--- src/rtl/apb_master_pkg.sv ---
`default_nettype none
// ------------------------------------------------------------------
// apb_master_pkg : shared types/constants for the APB read master (rev 1.0)
// ------------------------------------------------------------------
package apb_master_pkg;

   typedef enum logic [1:0] {
      IDLE   = 2'd0,
      SETUP  = 2'd1,
      ACCESS = 2'd2,
      RESP   = 2'd3
   } apb_state_t;

   localparam int unsigned TIMEOUT_CYCLES_DEFAULT = 16;
   localparam int unsigned WAIT_CNT_W             = 8;
   localparam int unsigned ERR_CNT_W              = 8;

   function automatic logic [ERR_CNT_W-1:0] sat_inc(input logic [ERR_CNT_W-1:0] value);
      return (value == '1) ? value : value + 1'b1;
   endfunction

endpackage
`default_nettype wire

--- src/rtl/apb_wait_timer.sv ---
`default_nettype none
// ------------------------------------------------------------------
// apb_wait_timer : ACCESS wait-state counter with terminal-count flag (rev 1.0)
// ------------------------------------------------------------------
module apb_wait_timer
   import apb_master_pkg::*;
#(
   parameter int unsigned TIMEOUT_CYCLES = TIMEOUT_CYCLES_DEFAULT
) (
   input  logic pclk,
   input  logic preset_n,
   input  logic clear,
   input  logic enable,
   output logic expired
);

   localparam logic [WAIT_CNT_W-1:0] TERMINAL = WAIT_CNT_W'(TIMEOUT_CYCLES - 1);

   logic [WAIT_CNT_W-1:0] count;

   // Holds at the terminal value so a stalled FSM can never wrap the count.
   always_ff @(posedge pclk or negedge preset_n) begin
      if (!preset_n) begin
         count <= '0;
      end else if (clear) begin
         count <= '0;
      end else if (enable && !expired) begin
         count <= count + 1'b1;
      end
   end

   assign expired = (count == TERMINAL);

endmodule
`default_nettype wire

--- src/rtl/apb_read_master.sv ---
`default_nettype none
// ------------------------------------------------------------------
// apb_read_master : single-outstanding APB read master with timeout (rev 1.0)
// ------------------------------------------------------------------
module apb_read_master
   import apb_master_pkg::*;
#(
   parameter int unsigned ADDR_W         = 8,
   parameter int unsigned DATA_W         = 8,
   parameter int unsigned TIMEOUT_CYCLES = TIMEOUT_CYCLES_DEFAULT
) (
   input  logic                 pclk,
   input  logic                 preset_n,
   input  logic                 cmd_valid,
   output logic                 cmd_ready,
   input  logic [ADDR_W-1:0]    cmd_addr,
   output logic                 psel,
   output logic                 penable,
   output logic                 pwrite,
   output logic [ADDR_W-1:0]    paddr,
   input  logic [DATA_W-1:0]    prdata,
   input  logic                 pready,
   input  logic                 pslverr,
   output logic                 rsp_valid,
   input  logic                 rsp_ready,
   output logic [DATA_W-1:0]    rsp_data,
   output logic                 rsp_err,
   output logic                 rsp_timeout,
   output logic [ERR_CNT_W-1:0] err_count
);

   apb_state_t state;
   apb_state_t state_nxt;
   logic       timer_clear;
   logic       timer_enable;
   logic       timer_expired;

   apb_wait_timer #(
      .TIMEOUT_CYCLES (TIMEOUT_CYCLES)
   ) u_wait_timer (
      .pclk     (pclk),
      .preset_n (preset_n),
      .clear    (timer_clear),
      .enable   (timer_enable),
      .expired  (timer_expired)
   );

   always_ff @(posedge pclk or negedge preset_n) begin
      if (!preset_n) begin
         state <= IDLE;
      end else begin
         state <= state_nxt;
      end
   end

   always_comb begin
      state_nxt = state;
      case (state)
         IDLE:    if (cmd_valid)               state_nxt = SETUP;
         SETUP:                                state_nxt = ACCESS;
         ACCESS:  if (pready || timer_expired) state_nxt = RESP;
         RESP:    if (rsp_ready)               state_nxt = IDLE;
         default:                              state_nxt = IDLE;
      endcase
   end

   // Bus strobes decode straight from the async-reset state, so a reset
   // drops psel/penable/rsp_valid without waiting for a clock edge.
   always_comb begin
      cmd_ready    = 1'b0;
      psel         = 1'b0;
      penable      = 1'b0;
      rsp_valid    = 1'b0;
      timer_clear  = 1'b0;
      timer_enable = 1'b0;
      case (state)
         IDLE: begin
            cmd_ready = preset_n;
         end
         SETUP: begin
            psel        = 1'b1;
            timer_clear = 1'b1;
         end
         ACCESS: begin
            psel         = 1'b1;
            penable      = 1'b1;
            timer_enable = !pready;
         end
         RESP: begin
            rsp_valid = 1'b1;
         end
         default: begin
            cmd_ready = 1'b0;
         end
      endcase
   end

   assign pwrite = 1'b0;

   always_ff @(posedge pclk or negedge preset_n) begin
      if (!preset_n) begin
         paddr       <= '0;
         rsp_data    <= '0;
         rsp_err     <= 1'b0;
         rsp_timeout <= 1'b0;
         err_count   <= '0;
      end else begin
         if (state == IDLE && cmd_valid) begin
            paddr <= cmd_addr;
         end
         if (state == ACCESS) begin
            if (pready) begin
               rsp_data    <= prdata;
               rsp_err     <= pslverr;
               rsp_timeout <= 1'b0;
            end else if (timer_expired) begin
               rsp_data    <= '0;
               rsp_err     <= 1'b1;
               rsp_timeout <= 1'b1;
            end
         end
         if (state == RESP && rsp_ready && rsp_err) begin
            err_count <= sat_inc(err_count);
         end
      end
   end

endmodule
`default_nettype wire

--- config.mk ---
export PLATFORM = sky130hd
export DESIGN_NAME = apb_read_master
export DESIGN_NICKNAME = d
export VERILOG_FILES = /design/src/rtl/apb_master_pkg.sv /design/src/rtl/apb_wait_timer.sv /design/src/rtl/apb_read_master.sv
export SDC_FILE = /design/constraint.sdc
export NUM_CORES = 1
export LEC_CHECK = 0
export CORE_MARGIN = 2
export CORE_UTILIZATION = 49
export CTS_BUF_LIST = sky130_fd_sc_hd__clkbuf_16
export DETAILED_ROUTE_END_ITERATION = 16
export MAX_ROUTING_LAYER = met4
export PLACE_DENSITY = 0.84
export SLEW_MARGIN = 10
export SYNTH_ARGS = -nofsm -noshare
export SYNTH_HDL_FRONTEND = slang
export SYNTH_HIERARCHICAL = 1
export SYNTH_SLANG_ARGS = --single-unit
--- constraint.sdc ---
create_clock -name pclk -period 4 [get_ports pclk]
set_input_delay 0.8 -clock pclk [delete_from_list [all_inputs] [get_ports pclk]]
set_output_delay 0.8 -clock pclk [all_outputs]
set_load 0.01 [all_outputs]
==> results of run 1 <==
## cells in the final DEF, fill, tap and decap left out, types with 3 or more instances in the layout
cell | synthesis | routed
nand2_1 | 7 | 7
o21ai_0 | 5 | 5
ha_1 | 7 | 7
clkbuf_16 | 0 | 5
mux2_1 | 4 | 4
a21oi_1 | 9 | 9
nor2_1 | 4 | 4
nand3_1 | 7 | 7
nor2b_1 | 3 | 3
nand4_1 | 3 | 3
clkdlybuf4s50_1 | 0 | 50
dfrtp_1 | 36 | 36
mux2_2 | 8 | 8
inv_1 | 8 | 8
or3_1 | 3 | 3
a22o_1 | 8 | 8
## logic make-up after synthesis
logic type / synth area share, %
AND/OR/NAND/NOR: 14.7
adder cells (fa/ha/maj): 5.15
AO/OA/AOI/OAI: 13.2
other: 0.221
multiplexers: 10.3
buffers and inverters: 2.87
XOR/XNOR: 0.515
flip-flops: 53.0
## final timing paths
kind                       cells past startpoint                                 to
max                                            4                          cmd_ready
min reg2reg                                    2            rsp_timeout$_DFFE_PN0P_
min                                            2            rsp_timeout$_DFFE_PN0P_
max in group asynchronous                      2            rsp_data[5]$_DFFE_PN0P_
min in group asynchronous                      2           err_count[6]$_DFFE_PN0P_
max reg2reg                                    6  u_wait_timer/count[4]$_DFFE_PN0P_
## critical path, delay by kind of cell (launching register included)
kind	cells	cell delay, ns
buffers and inverters	2	0.65
adders and majority gates	1	0.21
DFF	1	0.41
and+or+nand+nor	1	0.14
## routing by layer
layer / up-vias / part of all wire, %
met5: - / 0
met4: 0 / 1.5
met3: 4 / 3.5
met2: 35 / 55
met1: 671 / 40
li1: 636 / -
## through the flow
stage	hold WS, ns	instance area, sq um	std cells	power [W]
after floorplan	0.504	1700	144	0.000930
after global placement	0.484	2260	239	0.00126
after detailed placement	0.481	2260	239	0.00129
after CTS	0.503	2420	247	0.00173
after global routing	0.524	2420	247	0.00182
final	0.497	2420	247	0.00172
## sequential cells by signal, indices dropped and copies added (netlist names)
name                count
rsp_data                8
state                   2
err_count               8
rsp_timeout             1
paddr                   8
u_wait_timer/count      8
rsp_err                 1
## layout make-up
cell class                      count  area, sq um
Clock inverter                      3         42.5
Fill cell                         235          913
Timing Repair Buffer               52          513
Tap cell                           46         57.6
Inverter                            9         33.8
Sequential cell                    36          901
Clock buffer                        5          125
Multi-Input combinational cell     96          751
## power by group
part	internal, W	switching, W	leakage (nW)
logic	0.000407	0.000290	0.499
registers	0.000491	0.0000945	0.459
clock network	0.000292	0.000142	0.0798
total	0.00119	0.000526	1.04
==> results.tsv, run 1 <==
stage	metric	value	unit
run_status	status	finished, final reports clean	
synthesis	cell count after synthesis	144	
drt	routed vias	1346	
layout	Ant. Diodes	0	
clock_tree	total CTS buffers	5	
critical_path	Worst path slowest cell	clkdlybuf4s50_1	
floorplan	Core ar.	3340	sq um
hold_path	Hold WC Path Type	flip-flop to flip-flop	
power	LEAKAGE	1.04	nW
timing	Worst Slack Setup Final	1.52	ns
floorplan	DIE AREA	3960	sq um
floorplan	Die Ht	62.9	um
clock_tree	CTS resizes	0	
drt	WL/cell	15.4	um
synthesis	cell with the most instances after synthesis	dfrtp_1	
critical_path	startpoint types	flip-flop	
global_routing	M2 GR Usage	39.1	%
global_routing	first-pass GRT wire length	6.51	mm
layout	layout cell share with drive strength beyond 1	14.4	%
critical_path	R2R Setup Slk	1.94	ns
timing	Tmin final	2.48	ns
floorplan	Starting Density	51.0	%
timing	Slew @ Worst Pin	0.682	ns
critical_path	CP required	3.20	ns
synthesis	register bit total from synthesis	36	
synthesis	Avg Cell Area, Syn	11.8	sq um
global_routing	busiest metal layer after global routing	met2	
critical_path	Crit. Startpoint	state[0]$_DFFE_PN0P_	
global_routing	largest net degree at the start of global routing	37	
placed_design	routability cong.	0.811	
power	pwr/cell area	709	nW/um^2
layout	area grow syn2layout	42.5	%
drt	Initial DRC Count	45	
synthesis	top cells by area, synth	dfrtp_1, mux2_2, ha_1, a22o_1, a21oi_1	
clock_tree	H-tree Lvls	2	
synthesis	post-synth top area cell	dfrtp_1	
timing	Worst Clk Skew	0.00421	ns
timing	Setup TNS	0	ns
critical_path	Crit. End Element	output pin	
global_routing	initial antenna violation count	0	
layout	final design utilization	72.6	%
floorplan	io pins	53	
synthesis	Yosys warnings	6	
timing	Final setup viols	0	
synthesis	syn nets	173	
synthesis	prevailing post-synth register cell	dfrtp_1	
synthesis	Synth top area share	53.0	%
placed_design	Setup WS pre-CTS	1.60	ns
clock_tree	postcts setup bufs	0	
drt	final wirelength	3.81	mm
critical_path	critical path class	flip-flop to output pin	
global_routing	GRT Resource Usage Total	22.1	%
placed_design	Final HPWL DP	2.83	mm
global_routing	number of global-route vias before repair	1407	
synthesis	synth cell count leaders	dfrtp_1, a21oi_1, a22o_1, inv_1, mux2_2	
global_routing	GR Overflow Total	0	
hold_path	Hold Startpoint	rsp_timeout$_DFFE_PN0P_	
clock_tree	Clock Path Buffers	2	
layout	Final #Nets	229	
power	Worst IR Drop VDD	494	uV
critical_path	Worst path max stage delay	0.53	ns
global_routing	met3 usage	5.05	%
clock_tree	hold_buf cts	0	
timing	RSZ-0062 raised after global routing	no	
flow_run	maxcap violations	0	
placed_design	IO buf count	51	
timing	Slew Viols, Final	0	
synthesis	mapped cell area	1700	sq um
clock_tree	CTS tree	built	
clock_tree	Root Buffer	clkbuf_16	
floorplan	Placement Rows	21	
synthesis	Post-synth EDFFs	0	
timing	Max Fclk	0.403	GHz
critical_path	critical path fanouts, max	4	
synthesis	Seq/Total Area, Yosys	53.0	%
drt	Avg Vias per Cell	5.45	
timing	Fin. Hold Viols	0	
floorplan	Die Wd	62.9	um
synthesis	ys async rst share	100	%
synthesis	Synth cell types	42	
timing	crit share post-route	62.0	%
critical_path	RR Startpoint	state[0]$_DFFE_PN0P_	
drt	DR pass1 iterations	4	
drt	# DRC	0	
drt	antenna viol nets, final	0	
clock_tree	Clock Pin Slew Worst Setup and Hold Paths	0.06	ns
clock_tree	Sink Count	36	
global_routing	met1 usage	23.3	%
clock_tree	Clock Latency Late Sink	0.28	ns
timing	Slew headroom	54.2	%
critical_path	Worst EP arrival	1.68	ns
critical_path	critical path cell sequence	inv_1 -> ha_1 -> and2_1 -> clkdlybuf4s50_1	
(Power assumes the default switching activity.)
==> inputs of run 2 (changes only) <==
--- a/config.mk
+++ b/config.mk
@@ -6,11 +6,11 @@
 export NUM_CORES = 1
 export LEC_CHECK = 0
 export CORE_MARGIN = 2
-export CORE_UTILIZATION = 49
+export CORE_UTILIZATION = 46
 export CTS_BUF_LIST = sky130_fd_sc_hd__clkbuf_16
 export DETAILED_ROUTE_END_ITERATION = 16
 export MAX_ROUTING_LAYER = met4
-export PLACE_DENSITY = 0.84
+export PLACE_DENSITY = 0.79
 export SLEW_MARGIN = 10
 export SYNTH_ARGS = -nofsm -noshare
 export SYNTH_HDL_FRONTEND = slang
==> constraint.sdc (replaced) <==
create_clock -name pclk -period 2.5 [get_ports pclk]
set_input_delay 0.5 -clock pclk [delete_from_list [all_inputs] [get_ports pclk]]
set_output_delay 0.5 -clock pclk [all_outputs]
set_load 0.01 [all_outputs]
==> results.tsv, run 2 (synthesis results as in run 1) <==
stage	metric	value	unit	change
run_status	status	finished, final reports clean		unchanged
flow_run	maxcap violations	0		unchanged
critical_path	CP required	2.00	ns	was 3.20 ns
timing	Worst Slack Setup Final	0.304	ns	was 1.52 ns
timing	Setup TNS	0	ns	unchanged
timing	RSZ-0062 raised after global routing	no		unchanged
timing	Worst Clk Skew	0.00308	ns	was 0.00421 ns
placed_design	routability cong.	0.856		was 0.811
layout	Ant. Diodes	0		unchanged
global_routing	GR Overflow Total	0		unchanged
power	clock power share	22.1	%	was 25.3%
critical_path	critical path cell sequence	inv_1 -> ha_1 -> and2_1 -> clkdlybuf4s50_1		unchanged
critical_path	Worst EP arrival	1.70	ns	was 1.68 ns
layout	Final #Nets	229		unchanged
floorplan	Die Wd	64.8	um	was 62.9 um
global_routing	GRT Resource Usage Total	20.0	%	was 22.1%
placed_design	Final HPWL DP	2.58	mm	was 2.83 mm
clock_tree	postcts setup bufs	0		unchanged
power	pwr/cell area	1090	nW/um^2	was 709 nW/um^2
placed_design	IO buf count	51		unchanged
floorplan	DIE AREA	4200	sq um	was 3960 sq um
drt	Initial DRC Count	49		was 45
floorplan	Placement Rows	22		was 21
floorplan	Die Ht	64.8	um	was 62.9 um
timing	Slew headroom	56.7	%	was 54.2%
clock_tree	hold_buf cts	0		unchanged
layout	most frequent cells in the layout	clkdlybuf4s50_1, dfrtp_1, a21oi_1		unchanged
critical_path	Worst path slowest cell	clkdlybuf4s50_1		unchanged
critical_path	critical path class	flip-flop to output pin		unchanged
power	Worst IR Drop VDD	784	uV	was 494 uV
drt	DR pass1 iterations	4		unchanged
timing	Final setup viols	0		unchanged
clock_tree	H-tree Lvls	2		unchanged
timing	Slew Viols, Final	0		unchanged
power	combinational share of power	42.1	%	was 40.6%
critical_path	critical path fanouts, max	4		unchanged
clock_tree	Clock Pin Slew Worst Setup and Hold Paths	0.05	ns	was 0.06 ns
critical_path	R2R Setup Slk	0.50	ns	was 1.94 ns
clock_tree	CTS tree	built		unchanged
timing	crit share post-route	87.8	%	
power	Internal Power	0.00180	W	was 0.00119 W
drt	# DRC	0		unchanged
clock_tree	Clock Path Buffers	2		unchanged
critical_path	startpoint types	flip-flop		unchanged
layout	area grow syn2layout	41.0	%	was 42.5%
global_routing	initial antenna violation count	0		unchanged
drt	WL/cell	14.4	um	was 15.4 um
layout	most common cell after layout, fill and taps aside	clkdlybuf4s50_1		unchanged
floorplan	Core ar.	3610	sq um	was 3340 sq um
critical_path	crit path buf inv count	2		unchanged
critical_path	Worst path max stage delay	0.52	ns	was 0.53 ns
floorplan	io pins	53		unchanged
layout	layout cell share with drive strength beyond 1	13.9	%	was 14.4%
global_routing	number of global-route vias before repair	1384		was 1,407
global_routing	largest net degree at the start of global routing	37		unchanged
drt	Avg Vias per Cell	5.30		was 5.45
critical_path	Crit. End Element	output pin		unchanged
power	Sw Ratio	31.5	%	was 30.7%
clock_tree	Sink Count	36		unchanged
clock_tree	Root Buffer	clkbuf_16		unchanged
critical_path	delay-heaviest family, CP	buffers and inverters		unchanged
hold_path	Hold WC Path Type	input pin to async pin		was flip-flop to flip-flop
drt	final wirelength	3.58	mm	was 3.81 mm
clock_tree	CTS resizes	0		unchanged
power	Net Switching	0.000826	W	was 0.000526 W
floorplan	Starting Density	47.2	%	was 51.0%
timing	Fin. Hold Viols	0		unchanged
placed_design	Setup WS pre-CTS	0.421	ns	was 1.60 ns
clock_tree	Clock Latency Late Sink	0.28	ns	about the same
clock_tree	total CTS buffers	5		unchanged
global_routing	first-pass GRT wire length	6.09	mm	was 6.51 mm
timing	Slew @ Worst Pin	0.645	ns	was 0.682 ns
power	LEAKAGE	1.03	nW	was 1.04 nW
timing	Tmin final	2.20	ns	
power	part of the power in registers	35.8	%	was 34.1%
drt	antenna viol nets, final	0		unchanged
drt	routed vias	1319		was 1,346
timing	Max Fclk	0.455	GHz	
-- run 2: changes by cell type in the layout (fill, tap and decap cells not counted) --
| cell | change |
|---|---|
| clkinvlp_4 | -1 |
| clkinv_1 | +1 |
| clkinv_2 | +1 |
| bufinv_16 | -1 |
-- run 2: worst paths after layout --
path / from / end / depth (start not counted)
worst max-delay path: state[0]$_DFFE_PN0P_ / cmd_ready / 4
worst min-delay path: preset_n / err_count[2]$_DFFE_PN0P_ / 2
worst max register to register: state[0]$_DFFE_PN0P_ / u_wait_timer/count[4]$_DFFE_PN0P_ / 6
worst min register to register: rsp_timeout$_DFFE_PN0P_ / rsp_timeout$_DFFE_PN0P_ / 2
max in group asynchronous: preset_n / paddr[1]$_DFFE_PN0P_ / 2
min in group pclk: rsp_timeout$_DFFE_PN0P_ / rsp_timeout$_DFFE_PN0P_ / 2
-- run 2: worst register-to-register path, stage by stage (launching register included) --
cell and delay (ns):
dfrtp_1 0.41, inv_1 0.13, ha_1 0.27, nor2b_1 0.31, nand3_1 0.20, or4_1 0.45, a21oi_1 0.16
-- run 2: final cells by class --
cell class / count / area [sq um]
timing repair buffer: 52 / 513
clock buffer: 5 / 125
multi-input combinational: 96 / 751
sequential: 36 / 901
tap: 48 / 60.1
clock inverter: 3 / 13.8
fill: 272 / 1210
inverter: 9 / 33.8
-- run 2: layer usage --
layer | vias up | GRT usage (%) | share of wire (%)
li1 | 630 | - | -
met1 | 633 | 23.4 | 43
met2 | 52 | 32.1 | 48
met3 | 4 | 6.94 | 7.2
met4 | 0 | 6.91 | 1.1
met5 | - | - | 0
-- run 2: per-stage QoR --
| step | hold WS, ns | power (W) | instance area (sq um) | utilization, % | std cells |
|---|---|---|---|---|---|
| 2_1_floorplan | 0.204 | 0.00149 | 1700 | - | 144 |
| 3_3_place_gp | 0.483 | 0.00202 | 2260 | 62.6 | 241 |
| 3_5_place_dp | 0.484 | 0.00206 | 2260 | 62.6 | 241 |
| 4_1_cts | 0.294 | 0.00266 | 2400 | 66.5 | 249 |
| 5_1_grt | 0.315 | 0.00280 | 2400 | 66.5 | 249 |
| 6_report | 0.276 | 0.00262 | 2400 | 66.5 | 249 |
-- run 2: power groups by stage --
stage	registers (W)	clock network (W)	logic, W
after floorplan	0.00100	0	0.000488
after global placement	0.000936	0	0.00108
after detailed placement	0.000941	0	0.00111
after CTS	0.000941	0.000593	0.00113
after global routing	0.000971	0.000625	0.00121
final	0.000940	0.000580	0.00110
==> inputs of run 3 (changes only) <==
--- a/config.mk
+++ b/config.mk
@@ -9,7 +9,6 @@
 export CORE_UTILIZATION = 46
 export CTS_BUF_LIST = sky130_fd_sc_hd__clkbuf_16
 export DETAILED_ROUTE_END_ITERATION = 16
-export MAX_ROUTING_LAYER = met4
 export PLACE_DENSITY = 0.79
 export SLEW_MARGIN = 10
 export SYNTH_ARGS = -nofsm -noshare
==> constraint.sdc (replaced) <==
create_clock -name pclk -period 2.15 [get_ports pclk]
set_input_delay 0.43 -clock pclk [delete_from_list [all_inputs] [get_ports pclk]]
set_output_delay 0.43 -clock pclk [all_outputs]
set_load 0.01 [all_outputs]
==> results.tsv, run 3 (synthesis results as in run 1) <==
stage	metric	value	unit	change
run_status	status	finished, final reports clean		unchanged
drt	Initial DRC Count	86		was 49
timing	Fin. Hold Viols	0		unchanged
critical_path	critical path cell sequence	inv_2 -> ha_2 -> and2_1 -> clkdlybuf4s50_1		was inv_1 -> ha_1 -> and2_1 -> clkdlybuf4s50_1
floorplan	Core ar.	3610	sq um	unchanged
timing	Tmin final	2.06	ns	
placed_design	Final HPWL DP	2.68	mm	was 2.58 mm
layout	layout cell share with drive strength beyond 1	15.4	%	was 13.9%
layout	Finished Layout Cells	249		unchanged
clock_tree	Sink Count	36		unchanged
placed_design	routability cong.	0.848		was 0.856
timing	crit share post-route	95.8	%	
drt	DR pass1 iterations	4		unchanged
drt	antenna viol nets, final	0		unchanged
critical_path	critical path class	flip-flop to output pin		unchanged
clock_tree	H-tree Lvls	2		unchanged
timing	Worst Slack Setup Final	0.0899	ns	was 0.304 ns
clock_tree	Clock Pin Slew Worst Setup and Hold Paths	0.05	ns	about the same
critical_path	Crit. End Element	output pin		unchanged
global_routing	largest net degree at the start of global routing	37		unchanged
layout	Final #Nets	230		was 229
global_routing	first-pass GRT wire length	6.15	mm	was 6.09 mm
drt	routed vias	1359		was 1,319
timing	Worst Clk Skew	0.00309	ns	was 0.00308 ns
floorplan	Starting Density	47.2	%	unchanged
drt	Avg Vias per Cell	5.46		was 5.30
power	Worst IR Drop VDD	745	uV	was 784 uV
floorplan	Die Wd	64.8	um	unchanged
timing	Max Fclk	0.485	GHz	
clock_tree	CTS tree	built		unchanged
floorplan	Die Ht	64.8	um	unchanged
timing	Setup TNS	0	ns	unchanged
critical_path	Worst path max stage delay	0.53	ns	was 0.52 ns
layout	area grow syn2layout	41.4	%	was 41.0%
placed_design	Setup WS pre-CTS	0.0921	ns	was 0.421 ns
layout	most common cell after layout, fill and taps aside	clkdlybuf4s50_1		unchanged
global_routing	initial antenna violation count	0		unchanged
floorplan	DIE AREA	4200	sq um	unchanged
clock_tree	Clock Latency Late Sink	0.27	ns	was 0.28 ns
clock_tree	postcts setup bufs	0		unchanged
layout	Fill cells	261		was 272
power	pwr/cell area	1280	nW/um^2	was 1090 nW/um^2
clock_tree	Clock Path Buffers	2		unchanged
flow_run	maxcap violations	0		unchanged
placed_design	Inst Count DP	242		was 241
timing	RSZ-0062 raised after global routing	no		unchanged
drt	WL/cell	14.8	um	was 14.4 um
timing	Final setup viols	0		unchanged
global_routing	GRT Resource Usage Total	19.4	%	was 20.0%
layout	most frequent cells in the layout	clkdlybuf4s50_1, dfrtp_1, a21oi_1, mux2_2, a22o_1		was clkdlybuf4s50_1, dfrtp_1, a21oi_1
clock_tree	total CTS buffers	5		unchanged
floorplan	io pins	53		unchanged
drt	# DRC	0		unchanged
critical_path	Worst EP arrival	1.63	ns	was 1.70 ns
layout	Ant. Diodes	0		unchanged
critical_path	Worst path slowest cell	clkdlybuf4s50_1		unchanged
global_routing	GR Overflow Total	0		unchanged
timing	Slew Viols, Final	0		unchanged
drt	final wirelength	3.67	mm	was 3.58 mm
power	post-layout power	0.00307	W	was 0.00262 W
placed_design	IO buf count	51		unchanged
clock_tree	hold_buf cts	0		unchanged
power	LEAKAGE	1.02	nW	was 1.03 nW
clock_tree	Root Buffer	clkbuf_16		unchanged
critical_path	critical path fanouts, max	4		unchanged
global_routing	number of global-route vias before repair	1321		was 1,384
timing	Min Hold Slack	0.200	ns	was 0.276 ns
critical_path	startpoint types	flip-flop		unchanged
floorplan	Placement Rows	22		unchanged
critical_path	CP required	1.72	ns	was 2.00 ns
hold_path	Hold WC Path Type	input pin to async pin		unchanged
## run 3: changes by cell type in the layout (fill, tap and decap cells not counted), sizes merged
cell,previous run,this run
clkinv,3,2
buf,2,3
## run 3: what timing repair did
action	CTS	global route
gates resized for setup	0	4
endpoints found under the hold margin	0	0
setup endpoints to repair	0	5
## run 3: final timing paths
path	startpoint	to	slack [ns]	depth (start not counted)
hold / removal	preset_n	err_count[7]$_DFFE_PN0P_	0.20	2
hold reg to reg	paddr[3]$_DFFE_PN0P_	paddr[3]$_DFFE_PN0P_	0.50	1
setup / recovery	state[0]$_DFFE_PN0P_	cmd_ready	0.09	4
max in group asynchronous	preset_n	paddr[0]$_DFFE_PN0P_	1.63	2
setup reg to reg	state[0]$_DFFE_PN0P_	u_wait_timer/count[4]$_DFFE_PN0P_	0.24	6
min in group pclk	paddr[3]$_DFFE_PN0P_	paddr[3]$_DFFE_PN0P_	0.50	1
## run 3: metrics by stage
step | instance area [sq um] | util, %
global placement | 2270 | 62.8
finish | 2400 | 66.7
global route | 2400 | 66.7
detailed placement | 2270 | 62.8
floorplan | 1700 | -
CTS | 2400 | 66.5
## run 3: routing by layer
layer	up-vias	part of all wire [%]	GRT usage, %
met1	657	43	24.1
li1	632	-	-
met5	-	0	0
met3	9	7.7	6.94
met4	0	1.2	6.38
met2	61	48	31.6
## run 3: final cells by class
cell class              instances  area, sq um  area share (%)
clock buffers                   5          125            5.21
clock inverters                 2         7.51           0.312
inverters                       9         33.8            1.41
multi-input cells              96          756            31.4
flip-flops and latches         36          901            37.5
well taps                      48         60.1            2.50
repair buffers                 53          520            21.7
## run 3: where the power goes
group / internal [W] / leakage [nW] / total (W) / switching, W
registers: 0.000915 / 0.459 / 0.00110 / 0.000184
clock network: 0.000414 / 0.0648 / 0.000657 / 0.000243
logic: 0.000774 / 0.501 / 0.00131 / 0.000540
total: 0.00210 / 1.02 / 0.00307 / 0.000966
## run 3: critical path, delay by kind of cell (launching register included)
family                   cells  cell delay, ns
adder cells (fa/ha/maj)      1            0.20
flip-flops                   1            0.41
AND/OR/NAND/NOR              1            0.12
buffers and inverters        2            0.63
